$ cat config.mk
export PLATFORM = sky130hd
export DESIGN_NAME = cfg_ro_responder_flat
export DESIGN_NICKNAME = d
export VERILOG_FILES = /design/src/rtl/cfg_ro_pkg.sv /design/src/rtl/cfg_ro_responder_if.sv /design/src/rtl/cfg_bar_reg.sv /design/src/rtl/cfg_ro_responder.sv /design/src/flat_wrapper.sv
export SDC_FILE = /design/constraint.sdc
export NUM_CORES = 1
export LEC_CHECK = 0
export ABC_AREA = 0
export CORE_ASPECT_RATIO = 0.6
export CORE_MARGIN = 2
export CORE_UTILIZATION = 44
export DETAILED_ROUTE_END_ITERATION = 10
export PLACE_DENSITY_LB_ADDON = 0.2
export SKIP_LAST_GASP = 1
export SYNTH_ARGS = -nofsm -noshare
export SYNTH_HDL_FRONTEND = slang
export SYNTH_SLANG_ARGS = --single-unit
$ cat constraint.sdc
create_clock -name clock -period 2.4 [get_ports clock]
set_input_delay 0.36 -clock clock [delete_from_list [all_inputs] [get_ports clock]]
set_output_delay 0.36 -clock clock [all_outputs]
set_load 0.01 [all_outputs]
$ cat src/rtl/cfg_ro_pkg.sv
// Shared types and constants for the read-mostly config space responder.
package cfg_ro_pkg;

  localparam int unsigned ADDR_W = 12;
  localparam int unsigned DATA_W = 32;
  localparam int unsigned BAR_W  = 64;
  localparam int unsigned DW_W   = ADDR_W - 2;

  typedef enum logic [1:0] {
    ST_IDLE   = 2'd0,
    ST_DECODE = 2'd1,
    ST_RESP   = 2'd2
  } state_t;

  localparam logic [ADDR_W-1:0] ADDR_BAR0_LO = 12'h010;
  localparam logic [ADDR_W-1:0] ADDR_BAR0_HI = 12'h014;
  localparam logic [ADDR_W-1:0] ADDR_BAR1_LO = 12'h018;
  localparam logic [ADDR_W-1:0] ADDR_BAR1_HI = 12'h01C;
  localparam logic [ADDR_W-1:0] ADDR_BAR2_LO = 12'h020;
  localparam logic [ADDR_W-1:0] ADDR_BAR2_HI = 12'h024;
  localparam logic [ADDR_W-1:0] ADDR_SUBSYS  = 12'h02C;
  localparam logic [ADDR_W-1:0] ADDR_EXP_ROM = 12'h030;

  typedef struct packed {
    logic [DATA_W-1:0] data;
    logic              bad;
  } rsp_t;

  // Low BAR dword: masked base with the 64-bit memory type and prefetch flag in [3:0].
  function automatic logic [DATA_W-1:0] bar_lo_word(input logic [DATA_W-1:0] base_lo,
                                                    input logic [DATA_W-1:0] size_lo,
                                                    input logic              pf);
    return (base_lo & size_lo & 32'hFFFF_FFF0) | {28'b0, pf, 2'b10, 1'b0};
  endfunction

endpackage

$ cat src/rtl/cfg_ro_responder_if.sv
// Config write, read request and read response channels of the responder.
interface cfg_ro_responder_if;

  logic                              cfg_wr_valid;
  logic [cfg_ro_pkg::ADDR_W-1:0]     cfg_wr_addr;
  logic [cfg_ro_pkg::DATA_W-1:0]     cfg_wr_data;
  logic                              cfg_rd_valid;
  logic [cfg_ro_pkg::ADDR_W-1:0]     cfg_rd_addr;
  logic                              cfg_rd_ready;
  logic                              rsp_valid;
  logic [cfg_ro_pkg::DATA_W-1:0]     rsp_data;
  logic                              rsp_bad;
  logic                              rsp_ready;

  modport master (
    output cfg_wr_valid, cfg_wr_addr, cfg_wr_data,
    output cfg_rd_valid, cfg_rd_addr, rsp_ready,
    input  cfg_rd_ready, rsp_valid, rsp_data, rsp_bad
  );

  modport slave (
    input  cfg_wr_valid, cfg_wr_addr, cfg_wr_data,
    input  cfg_rd_valid, cfg_rd_addr, rsp_ready,
    output cfg_rd_ready, rsp_valid, rsp_data, rsp_bad
  );

endinterface

$ cat src/rtl/cfg_bar_reg.sv
// One 64-bit BAR base register with dword write enables and size-masked readback.
module cfg_bar_reg
  import cfg_ro_pkg::*;
(
  input  logic              clock,
  input  logic              reset,
  input  logic [BAR_W-1:0]  size,
  input  logic              pf,
  input  logic              wr_lo,
  input  logic              wr_hi,
  input  logic [DATA_W-1:0] wr_data,
  output logic [DATA_W-1:0] rd_lo_c,
  output logic [DATA_W-1:0] rd_hi_c
);

  logic [BAR_W-1:0] base_q;

  always_ff @(posedge clock) begin
    if (reset) begin
      base_q <= '0;
    end else begin
      if (wr_lo) base_q[DATA_W-1:0]     <= wr_data;
      if (wr_hi) base_q[BAR_W-1:DATA_W] <= wr_data;
    end
  end

  assign rd_lo_c = bar_lo_word(base_q[DATA_W-1:0], size[DATA_W-1:0], pf);
  assign rd_hi_c = base_q[BAR_W-1:DATA_W] & size[BAR_W-1:DATA_W];

endmodule

$ cat src/rtl/cfg_ro_responder.sv
// Config space responder: three writable BAR bases plus read-only IDs, DSN and TL version,
// served through an accept -> decode -> response FSM.
module cfg_ro_responder
  import cfg_ro_pkg::*;
#(
  parameter logic [ADDR_W-1:0] DSN_BASE = 12'h100,
  parameter logic [ADDR_W-1:0] OTL_BASE = 12'h200
) (
  input  logic              clock,
  input  logic              reset,
  input  logic [BAR_W-1:0]  bar0_size,
  input  logic [BAR_W-1:0]  bar1_size,
  input  logic [BAR_W-1:0]  bar2_size,
  input  logic              bar0_pf,
  input  logic              bar1_pf,
  input  logic              bar2_pf,
  input  logic [DATA_W-1:0] exp_rom_bar,
  input  logic [15:0]       subsys_id,
  input  logic [15:0]       subsys_vendor_id,
  input  logic [BAR_W-1:0]  dsn,
  input  logic [7:0]        tl_major,
  input  logic [7:0]        tl_minor,
  cfg_ro_responder_if.slave bus
);

  localparam logic [ADDR_W-1:0] DSN_LO_ADDR = DSN_BASE + 12'h004;
  localparam logic [ADDR_W-1:0] DSN_HI_ADDR = DSN_BASE + 12'h008;

  state_t            state_q, state_d;
  logic [DW_W-1:0]   rd_dw_q, rd_dw_d;
  logic              rd_ready_q, rd_ready_d;
  logic              rsp_valid_q, rsp_valid_d;
  rsp_t              rsp_q, rsp_d, rd_word;

  logic [DW_W-1:0]   wr_dw;
  logic [DATA_W-1:0] bar0_lo, bar0_hi, bar1_lo, bar1_hi, bar2_lo, bar2_hi;
  logic              accept;
  logic              unused_addr_lsbs;

  // Decoding is per dword, so the byte-lane bits are intentionally dropped.
  assign unused_addr_lsbs = ^{bus.cfg_wr_addr[1:0], bus.cfg_rd_addr[1:0]};
  assign wr_dw = bus.cfg_wr_addr[ADDR_W-1:2];

  cfg_bar_reg u_bar0 (
    .clock   (clock),
    .reset   (reset),
    .size    (bar0_size),
    .pf      (bar0_pf),
    .wr_lo   (bus.cfg_wr_valid && (wr_dw == ADDR_BAR0_LO[ADDR_W-1:2])),
    .wr_hi   (bus.cfg_wr_valid && (wr_dw == ADDR_BAR0_HI[ADDR_W-1:2])),
    .wr_data (bus.cfg_wr_data),
    .rd_lo_c (bar0_lo),
    .rd_hi_c (bar0_hi)
  );

  cfg_bar_reg u_bar1 (
    .clock   (clock),
    .reset   (reset),
    .size    (bar1_size),
    .pf      (bar1_pf),
    .wr_lo   (bus.cfg_wr_valid && (wr_dw == ADDR_BAR1_LO[ADDR_W-1:2])),
    .wr_hi   (bus.cfg_wr_valid && (wr_dw == ADDR_BAR1_HI[ADDR_W-1:2])),
    .wr_data (bus.cfg_wr_data),
    .rd_lo_c (bar1_lo),
    .rd_hi_c (bar1_hi)
  );

  cfg_bar_reg u_bar2 (
    .clock   (clock),
    .reset   (reset),
    .size    (bar2_size),
    .pf      (bar2_pf),
    .wr_lo   (bus.cfg_wr_valid && (wr_dw == ADDR_BAR2_LO[ADDR_W-1:2])),
    .wr_hi   (bus.cfg_wr_valid && (wr_dw == ADDR_BAR2_HI[ADDR_W-1:2])),
    .wr_data (bus.cfg_wr_data),
    .rd_lo_c (bar2_lo),
    .rd_hi_c (bar2_hi)
  );

  // Read map for the latched dword address; unmapped dwords answer zero with bad set.
  always_comb begin
    rd_word = '{data: '0, bad: 1'b1};
    if      (rd_dw_q == ADDR_BAR0_LO[ADDR_W-1:2]) rd_word = '{data: bar0_lo, bad: 1'b0};
    else if (rd_dw_q == ADDR_BAR0_HI[ADDR_W-1:2]) rd_word = '{data: bar0_hi, bad: 1'b0};
    else if (rd_dw_q == ADDR_BAR1_LO[ADDR_W-1:2]) rd_word = '{data: bar1_lo, bad: 1'b0};
    else if (rd_dw_q == ADDR_BAR1_HI[ADDR_W-1:2]) rd_word = '{data: bar1_hi, bad: 1'b0};
    else if (rd_dw_q == ADDR_BAR2_LO[ADDR_W-1:2]) rd_word = '{data: bar2_lo, bad: 1'b0};
    else if (rd_dw_q == ADDR_BAR2_HI[ADDR_W-1:2]) rd_word = '{data: bar2_hi, bad: 1'b0};
    else if (rd_dw_q == ADDR_SUBSYS[ADDR_W-1:2])
      rd_word = '{data: {subsys_id, subsys_vendor_id}, bad: 1'b0};
    else if (rd_dw_q == ADDR_EXP_ROM[ADDR_W-1:2]) rd_word = '{data: exp_rom_bar, bad: 1'b0};
    else if (rd_dw_q == DSN_LO_ADDR[ADDR_W-1:2])  rd_word = '{data: dsn[31:0], bad: 1'b0};
    else if (rd_dw_q == DSN_HI_ADDR[ADDR_W-1:2])  rd_word = '{data: dsn[63:32], bad: 1'b0};
    else if (rd_dw_q == OTL_BASE[ADDR_W-1:2])
      rd_word = '{data: {16'b0, tl_major, tl_minor}, bad: 1'b0};
  end

  assign accept = bus.cfg_rd_valid && rd_ready_q && (state_q == ST_IDLE);

  // Next state and registered outputs; ready/valid are precomputed from the next state.
  always_comb begin
    state_d = state_q;
    rd_dw_d = rd_dw_q;
    rsp_d   = rsp_q;
    unique case (state_q)
      ST_IDLE: begin
        if (accept) begin
          state_d = ST_DECODE;
          rd_dw_d = bus.cfg_rd_addr[ADDR_W-1:2];
        end
      end
      ST_DECODE: begin
        state_d = ST_RESP;
        rsp_d   = rd_word;
      end
      ST_RESP: begin
        if (bus.rsp_ready) state_d = ST_IDLE;
      end
      default: state_d = ST_IDLE;
    endcase
    rd_ready_d  = (state_d == ST_IDLE);
    rsp_valid_d = (state_d == ST_RESP);
  end

  always_ff @(posedge clock) begin
    if (reset) begin
      state_q     <= ST_IDLE;
      rd_dw_q     <= '0;
      rd_ready_q  <= 1'b0;
      rsp_valid_q <= 1'b0;
      rsp_q       <= '0;
    end else begin
      state_q     <= state_d;
      rd_dw_q     <= rd_dw_d;
      rd_ready_q  <= rd_ready_d;
      rsp_valid_q <= rsp_valid_d;
      rsp_q       <= rsp_d;
    end
  end

  assign bus.cfg_rd_ready = rd_ready_q;
  assign bus.rsp_valid    = rsp_valid_q;
  assign bus.rsp_data     = rsp_q.data;
  assign bus.rsp_bad      = rsp_q.bad;

endmodule

$ cat src/flat_wrapper.sv
// flat-port wrapper written by rule: the top's interface ports become plain ports
module cfg_ro_responder_flat import cfg_ro_pkg::*;
#(
  parameter logic [ADDR_W-1:0] DSN_BASE = 12'h100,
  parameter logic [ADDR_W-1:0] OTL_BASE = 12'h200
)
  (clock, reset, bar0_size, bar1_size, bar2_size, bar0_pf, bar1_pf, bar2_pf, exp_rom_bar, subsys_id, subsys_vendor_id, dsn, tl_major, tl_minor, bus_cfg_wr_valid, bus_cfg_wr_addr, bus_cfg_wr_data, bus_cfg_rd_valid, bus_cfg_rd_addr, bus_rsp_ready, bus_cfg_rd_ready, bus_rsp_valid, bus_rsp_data, bus_rsp_bad);
  cfg_ro_responder_if bus_i ();
  input  logic clock;
  input  logic reset;
  input  logic [BAR_W-1:0] bar0_size;
  input  logic [BAR_W-1:0] bar1_size;
  input  logic [BAR_W-1:0] bar2_size;
  input  logic bar0_pf;
  input  logic bar1_pf;
  input  logic bar2_pf;
  input  logic [DATA_W-1:0] exp_rom_bar;
  input  logic [15:0] subsys_id;
  input  logic [15:0] subsys_vendor_id;
  input  logic [BAR_W-1:0] dsn;
  input  logic [7:0] tl_major;
  input  logic [7:0] tl_minor;
  input wire logic [$bits(bus_i.cfg_wr_valid)-1:0] bus_cfg_wr_valid;
  input wire logic [$bits(bus_i.cfg_wr_addr)-1:0] bus_cfg_wr_addr;
  input wire logic [$bits(bus_i.cfg_wr_data)-1:0] bus_cfg_wr_data;
  input wire logic [$bits(bus_i.cfg_rd_valid)-1:0] bus_cfg_rd_valid;
  input wire logic [$bits(bus_i.cfg_rd_addr)-1:0] bus_cfg_rd_addr;
  input wire logic [$bits(bus_i.rsp_ready)-1:0] bus_rsp_ready;
  output wire logic [$bits(bus_i.cfg_rd_ready)-1:0] bus_cfg_rd_ready;
  output wire logic [$bits(bus_i.rsp_valid)-1:0] bus_rsp_valid;
  output wire logic [$bits(bus_i.rsp_data)-1:0] bus_rsp_data;
  output wire logic [$bits(bus_i.rsp_bad)-1:0] bus_rsp_bad;
  assign bus_i.cfg_wr_valid = bus_cfg_wr_valid;
  assign bus_i.cfg_wr_addr = bus_cfg_wr_addr;
  assign bus_i.cfg_wr_data = bus_cfg_wr_data;
  assign bus_i.cfg_rd_valid = bus_cfg_rd_valid;
  assign bus_i.cfg_rd_addr = bus_cfg_rd_addr;
  assign bus_i.rsp_ready = bus_rsp_ready;
  assign bus_cfg_rd_ready = bus_i.cfg_rd_ready;
  assign bus_rsp_valid = bus_i.rsp_valid;
  assign bus_rsp_data = bus_i.rsp_data;
  assign bus_rsp_bad = bus_i.rsp_bad;
  cfg_ro_responder #(.DSN_BASE(DSN_BASE), .OTL_BASE(OTL_BASE)) u_core (.clock(clock), .reset(reset), .bar0_size(bar0_size), .bar1_size(bar1_size), .bar2_size(bar2_size), .bar0_pf(bar0_pf), .bar1_pf(bar1_pf), .bar2_pf(bar2_pf), .exp_rom_bar(exp_rom_bar), .subsys_id(subsys_id), .subsys_vendor_id(subsys_vendor_id), .dsn(dsn), .tl_major(tl_major), .tl_minor(tl_minor), .bus(bus_i));
endmodule
## Yosys cells after proc, flatten, opt, wreduce, memory -nomap -nowiden

Cells that the tools add are included.
W data, S select, Z words.

- Output and inout port bits: 35
- Register bits after elaboration: 239

- Reduce and logical (&&, ||, !) cells: 11
- Multiplexer cells: 14
- Eq/ne operators: 20
- Bitwise logic cells: 9

Operator list:

| kind | count |
|---|---|
| $mux W33 | 10 |
| $and A32 B32 Y32 | 6 |
| $or A32 B4 Y32 | 3 |
| $eq A10 B3 Y1 const B | 8 |
| $eq A10 B4 Y1 const B | 6 |
| $eq A10 B7 Y1 const B | 2 |
| $mux W17 | 1 |
| $eq A10 B8 Y1 const B | 1 |
| $logic_and A1 B1 Y1 | 8 |
| $pmux W2 S3 | 1 |
| $eq A2 B2 Y1 const B | 2 |
| $logic_not A2 Y1 | 2 |
| $mux W2 | 2 |
| $eq A2 B1 Y1 const B | 1 |
| $reduce_and A2 Y1 | 1 |

## Depth between registers and ports, before layout

- Depth after elaboration: 12
- Gate-level depth with buffers: 9

## By module

From an unflattened synthesis, not the netlist that was laid out.

- Cells, all modules: 1,560
- Area total of the unflattened synthesis: 13,016.2 um^2

Modules (own cells, without submodules):

| module | times used | area an instance (um^2) | cells each |
|---|---|---|---|
| cfg_bar_reg | 3 | 2,562.5 | 260 |
| cfg_ro_responder | 1 | 5,328.9 | 780 |

## Worst setup path before layout

Ideal clock, no wire load.

- Path kind: in2reg
- Start point: input bus_cfg_wr_addr[7]
- End point: register u_core.u_bar2.base_q[10]
- Stages on the path: 8
- Arrival: 1,844 ps
- Library setup time: 128 ps
- Slack: 428 ps
- Cell sequence: nor4_1 -> nor2b_1 -> and4b_1 -> nor2b_1 -> buf_4 -> buf_4 -> mux2i_1 -> nor2_1

- Cells in the longest elaborated chain, start to end: 2

Ends and longest elaborated chain:

| item | line | RTL |
|---|---|---|
| start, declared | flat_wrapper.sv:24 | `input wire logic [$bits(bus_i.cfg_wr_addr)-1:0] bus_cfg_wr_addr;` |
| $eq A10 B4 Y1 | cfg_ro_responder.sv:73 | `.wr_lo (bus.cfg_wr_valid && (wr_dw == ADDR_BAR2_LO[ADDR_W-1:2])),` |
| $logic_and A1 B1 Y1 | cfg_ro_responder.sv:73 |  |
| end signal, assigned by index | cfg_bar_reg.sv:22 | `if (wr_lo) base_q[DATA_W-1:0] <= wr_data;` |
| end signal, assigned by index | cfg_bar_reg.sv:23 | `if (wr_hi) base_q[BAR_W-1:DATA_W] <= wr_data;` |
| end, declared | cfg_bar_reg.sv:16 | `logic [BAR_W-1:0] base_q;` |

Every way passes these cells.
A chain may end at the register's enable or synchronous reset.

## Final worst setup path

- Start point: register u_core.rd_dw_q[0]
- End point: register u_core.rsp_q (netlist bit u_core.bus.rsp_data[12])

- Cells in the longest elaborated chain, start to end: 12

Ends and longest elaborated chain:

| item | line | RTL |
|---|---|---|
| start, declared | cfg_ro_responder.sv:30 | `logic [DW_W-1:0] rd_dw_q, rd_dw_d;` |
| start signal, assigned | cfg_ro_responder.sv:134 | `rd_dw_q <= rd_dw_d;` |
| $eq A10 B8 Y1 | cfg_ro_responder.sv:94 | `else if (rd_dw_q == OTL_BASE[ADDR_W-1:2])` |
| $mux W17 | cfg_ro_responder.sv:94 |  |
| $mux W33 | cfg_ro_responder.sv:93 | `else if (rd_dw_q == DSN_HI_ADDR[ADDR_W-1:2]) rd_word = '{data: dsn[63:32], bad: 1'b0};` |
| $mux W33 | cfg_ro_responder.sv:92 | `else if (rd_dw_q == DSN_LO_ADDR[ADDR_W-1:2]) rd_word = '{data: dsn[31:0], bad: 1'b0};` |
| $mux W33 | cfg_ro_responder.sv:91 | `else if (rd_dw_q == ADDR_EXP_ROM[ADDR_W-1:2]) rd_word = '{data: exp_rom_bar, bad: 1'b0};` |
| $mux W33 | cfg_ro_responder.sv:89 | `else if (rd_dw_q == ADDR_SUBSYS[ADDR_W-1:2])` |
| $mux W33 | cfg_ro_responder.sv:88 | `else if (rd_dw_q == ADDR_BAR2_HI[ADDR_W-1:2]) rd_word = '{data: bar2_hi, bad: 1'b0};` |
| $mux W33 | cfg_ro_responder.sv:87 | `else if (rd_dw_q == ADDR_BAR2_LO[ADDR_W-1:2]) rd_word = '{data: bar2_lo, bad: 1'b0};` |
| $mux W33 | cfg_ro_responder.sv:86 | `else if (rd_dw_q == ADDR_BAR1_HI[ADDR_W-1:2]) rd_word = '{data: bar1_hi, bad: 1'b0};` |
| $mux W33 | cfg_ro_responder.sv:85 | `else if (rd_dw_q == ADDR_BAR1_LO[ADDR_W-1:2]) rd_word = '{data: bar1_lo, bad: 1'b0};` |
| $mux W33 | cfg_ro_responder.sv:84 | `else if (rd_dw_q == ADDR_BAR0_HI[ADDR_W-1:2]) rd_word = '{data: bar0_hi, bad: 1'b0};` |
| $mux W33 * | cfg_ro_responder.sv:83 | `if (rd_dw_q == ADDR_BAR0_LO[ADDR_W-1:2]) rd_word = '{data: bar0_lo, bad: 1'b0};` |
| end signal, assigned | cfg_ro_responder.sv:137 | `rsp_q <= rsp_d;` |
| end, declared | cfg_ro_responder.sv:33 | `rsp_t rsp_q, rsp_d, rd_word;` |

Every way passes the cells marked *; elsewhere a longest branch is shown, timed or not.

==> results_dict.tcl <==
set metrics [dict create \
    tns_ns 0 \
    timing.critical_path.to_type "flip-flop" \
    clk_latency_ns 0.52 \
    static_power_due_to_leakage_nw 5.44 \
    peakVddDrop_mv 0.432 \
    p_seq_share_pct 41.9 \
    worst-slew-pin-transition_ns 0.728 \
    final.hold.worst_slack_ns 0.178 \
    port_buffers 418 \
    core_um2 24100 \
    async_flop_share_pct 0 \
    regToRegStartpoint "u_core.rd_dw_q[0]" \
    synth-warning-count 0 \
    total_power_mw 9.09 \
    main_synth_ff_type "sky130_fd_sc_hd__dfxtp_1" \
    fin_worst_skew_ns 0.0184 \
    p_comb_share_pct 13.3 \
    hold_path_startpoint "reset" \
    cts.path.max_buffers 3 \
    grt_first_pass_wirelength_mm 73.5 \
    finalMaxSlewViolations 0 \
    hold_path.class "input port to flip-flop" \
    die-height_um 125 \
    finalCritPeriodShare_pct 97.7 \
    tritoncts "built" \
    ys_seq_area_share_pct 42.3 \
    max_slew_margin_vs_limit_pct 51.5 \
    cell_internal_pwr_mw 6.95 \
    netlist-cell-type-count 56 \
    wire_per_inst_um 23.3 \
    remaining_drc_errors 0 \
    clk_root_buffer_cell "sky130_fd_sc_hd__clkbuf_16" \
    power_switching_share_pct 23.6 \
    clock_power_share_pct 44.7 \
    fp.dieArea_um2 25700 \
    grt_setup_unrepaired "no" \
    timing.max_cap.violations 0 \
    mappedNetlistArea_um2 10700 \
    grtUsageTotal_pct 37.2 \
    tritoncts.num_buffers 23 \
    initial_antenna_violation_count 7 \
    syn-instance-count 1376 \
    pin_count_of_the_biggest_net_entering_global_routing 164 \
    design_area_um2 16800 \
    design.final.nets 2182 \
    start_util_pct 44.6 \
    total_grt_overflow 0 \
    cellPowerDensity_nw_per_um2 543 \
    critPathLaunchType "flip-flop" \
    drt-vias-per-instance 6.08 \
    detailed_route_wl_mm 49.5 \
    drtAntennaViolNets 0 \
    clkSinkCount 227 \
    place_congestion 0.960 \
    worstPathMaxFanout 14 \
    flow.area_growth_from_synthesis_pct 56.0 \
    syn_area_per_cell_um2 7.80 \
    syn_nets 1776 \
    first_global_vias 12629 \
    report.final.setup_viol 0 \
    via_count 12921 \
    number_of_primary_i_o_pins 435 \
    htree_levels 1 \
    dpl-instance-area_um2 15900 \
    worst-setup-path-type "flip-flop to flip-flop" \
    drtIter0Drc 1380 \
    final-hold-violation-count 0 \
    timing.critical_path.from "u_core.rd_dw_q[0]" \
    placement_rows 44 \
    die_w_um 206 \
    min_period_ns 2.34 \
    fmax_mhz 427 \
    crit_required_ns 2.77 \
    finish.utilization_pct 69.6 \
    outcome "complete, no violations" \
    drive_gt1_share_pct 8.50 \
    synth-edff-count 0 \
    first_pass_iters 7 \
    power_switching_mw 2.14 \
    worst_ep_arrival_time_ns 2.72 \
    dp.final_hpwl_mm 35.6 \
    ys_ff_latch 227 \
    clkTransAtPathRegs_ns 0.07 \
]
[Yosys cell counts (14+ instances only)]
library cell,number,area share (%)
sky130_fd_sc_hd__a21oi_1,182,8.5
sky130_fd_sc_hd__mux2i_1,56,5.2
sky130_fd_sc_hd__dfxtp_1,227,42
sky130_fd_sc_hd__o21ai_0,19,0.89
sky130_fd_sc_hd__nand2_1,335,12
sky130_fd_sc_hd__buf_2,14,0.65
sky130_fd_sc_hd__a32oi_1,42,3.4
sky130_fd_sc_hd__a32o_1,24,2.2
sky130_fd_sc_hd__a31oi_1,20,1.2
sky130_fd_sc_hd__nor2_1,90,3.1
sky130_fd_sc_hd__clkbuf_1,87,3.0
sky130_fd_sc_hd__a22oi_1,18,1.3
sky130_fd_sc_hd__nand3_1,88,4.1
sky130_fd_sc_hd__o22ai_1,41,2.4
sky130_fd_sc_hd__a2111oi_0,19,1.5
[placed cells by master (no fill, tap or decap), types with 3 or more instances in the layout]
master,netlist,routed
sky130_fd_sc_hd__buf_4,11,50
sky130_fd_sc_hd__nor2b_1,7,5
sky130_fd_sc_hd__clkdlybuf4s50_1,0,417
sky130_fd_sc_hd__clkbuf_8,0,6
sky130_fd_sc_hd__o211ai_1,8,8
sky130_fd_sc_hd__diode_2,0,4
sky130_fd_sc_hd__a21oi_1,182,182
sky130_fd_sc_hd__a32o_1,24,24
sky130_fd_sc_hd__a2111oi_0,19,15
sky130_fd_sc_hd__a2111oi_1,0,4
sky130_fd_sc_hd__buf_12,0,29
sky130_fd_sc_hd__and3_1,11,9
sky130_fd_sc_hd__o221ai_1,3,3
sky130_fd_sc_hd__a22oi_1,18,18
sky130_fd_sc_hd__a221oi_1,11,11
sky130_fd_sc_hd__nand2_1,335,332
sky130_fd_sc_hd__nor4b_4,3,4
sky130_fd_sc_hd__a31oi_1,20,19
sky130_fd_sc_hd__mux2i_1,56,56
sky130_fd_sc_hd__o22ai_1,41,41
sky130_fd_sc_hd__nor4_1,4,3
sky130_fd_sc_hd__nand2_2,0,3
sky130_fd_sc_hd__nor2_1,90,88
sky130_fd_sc_hd__inv_1,5,5
sky130_fd_sc_hd__dfxtp_1,227,225
sky130_fd_sc_hd__bufinv_16,0,4
sky130_fd_sc_hd__nand3_1,88,86
sky130_fd_sc_hd__nor3_1,9,9
sky130_fd_sc_hd__a32oi_1,42,42
sky130_fd_sc_hd__clkbuf_16,0,24
sky130_fd_sc_hd__o21ai_0,19,19
[power by group through the flow]
stage                     logic [mW]  registers, mW  clock network, mW
after global placement          1.17           3.90                  0
final                           1.21           3.81               4.07
after global routing            1.26           3.81               4.24
after detailed placement        1.18           3.90                  0
after floorplan                0.290           3.89                  0
after CTS                       1.19           3.81               4.09
[registers in the layout, summed over array words and instances (netlist names)]
signal,flops
u_core.bus.rsp_data,32
u_core.u_bar1.base_q,60
u_core.rd_dw_q,10
u_core.u_bar2.base_q,60
u_core.state_q,2
u_core.bus.rsp_bad,1
u_core.u_bar0.base_q,60
u_core.bus.cfg_rd_ready,1
u_core.bus.rsp_valid,1
[layout make-up]
type | count | area, um^2
inverter | 5 | 18.8
sequential | 227 | 4550
tap | 322 | 403
antenna | 4 | 10.0
multi-input combinational | 1028 | 5770
fill | 1965 | 7310
timing repair buffer | 497 | 5140
clock buffer | 31 | 687
clock inverter | 11 | 174
[stage by stage]
step / instances / setup slack (ns)
CTS: 2121 / 0.0144
global placement: 2079 / -0.256
global route: 2125 / 0.0147
finish: 2125 / 0.0562
floorplan: 1376 / 0.428
detailed placement: 2079 / -0.349
[routing by layer]
metal  track usage [%]  wire [um]  vias up
li1                  -          -     5788
met1              49.7      19500     6069
met2              58.4      21900      916
met3              8.55       6240      142
met4              14.3       1840        6
met5                 0         34        -
[worst paths after layout]
check	end	slack [ns]	cells after the start
hold reg to reg	u_core.u_bar1.base_q[53]	0.45	2
hold / removal	u_core.u_bar1.base_q[4]	0.18	2
setup reg to reg	u_core.bus.rsp_data[12]	0.06	6
setup / recovery	u_core.bus.rsp_data[12]	0.06	6
[critical path, cell delays in order, from the launching register on]
cell and delay, ns:
sky130_fd_sc_hd__dfxtp_1 0.56, sky130_fd_sc_hd__buf_4 0.26, sky130_fd_sc_hd__nor4_1 0.07, sky130_fd_sc_hd__and4b_2 0.32, sky130_fd_sc_hd__buf_4 0.23, sky130_fd_sc_hd__a2111oi_1 0.58
sky130_fd_sc_hd__o22ai_1 0.17
[cell families (layout without fill, tap and decap cells)]
kind of cell	after synthesis	after routing	synth area share, %
and+or+nand+nor	569	569	23.3
AOI/OAI and AO/OA	403	403	24.3
DFF	227	227	42.3
buffers and inverters	121	544	4.85
muxes	56	56	5.22
other	0	4	0
[what timing repair did]
action / in CTS / in global routing
hold buffers: 0 / 0
buffers inserted: 0 / 0
setup endpoints to repair: 0 / 26
gates resized for setup: 0 / 8
No activity file was read; power rests on OpenSTA's default activity.
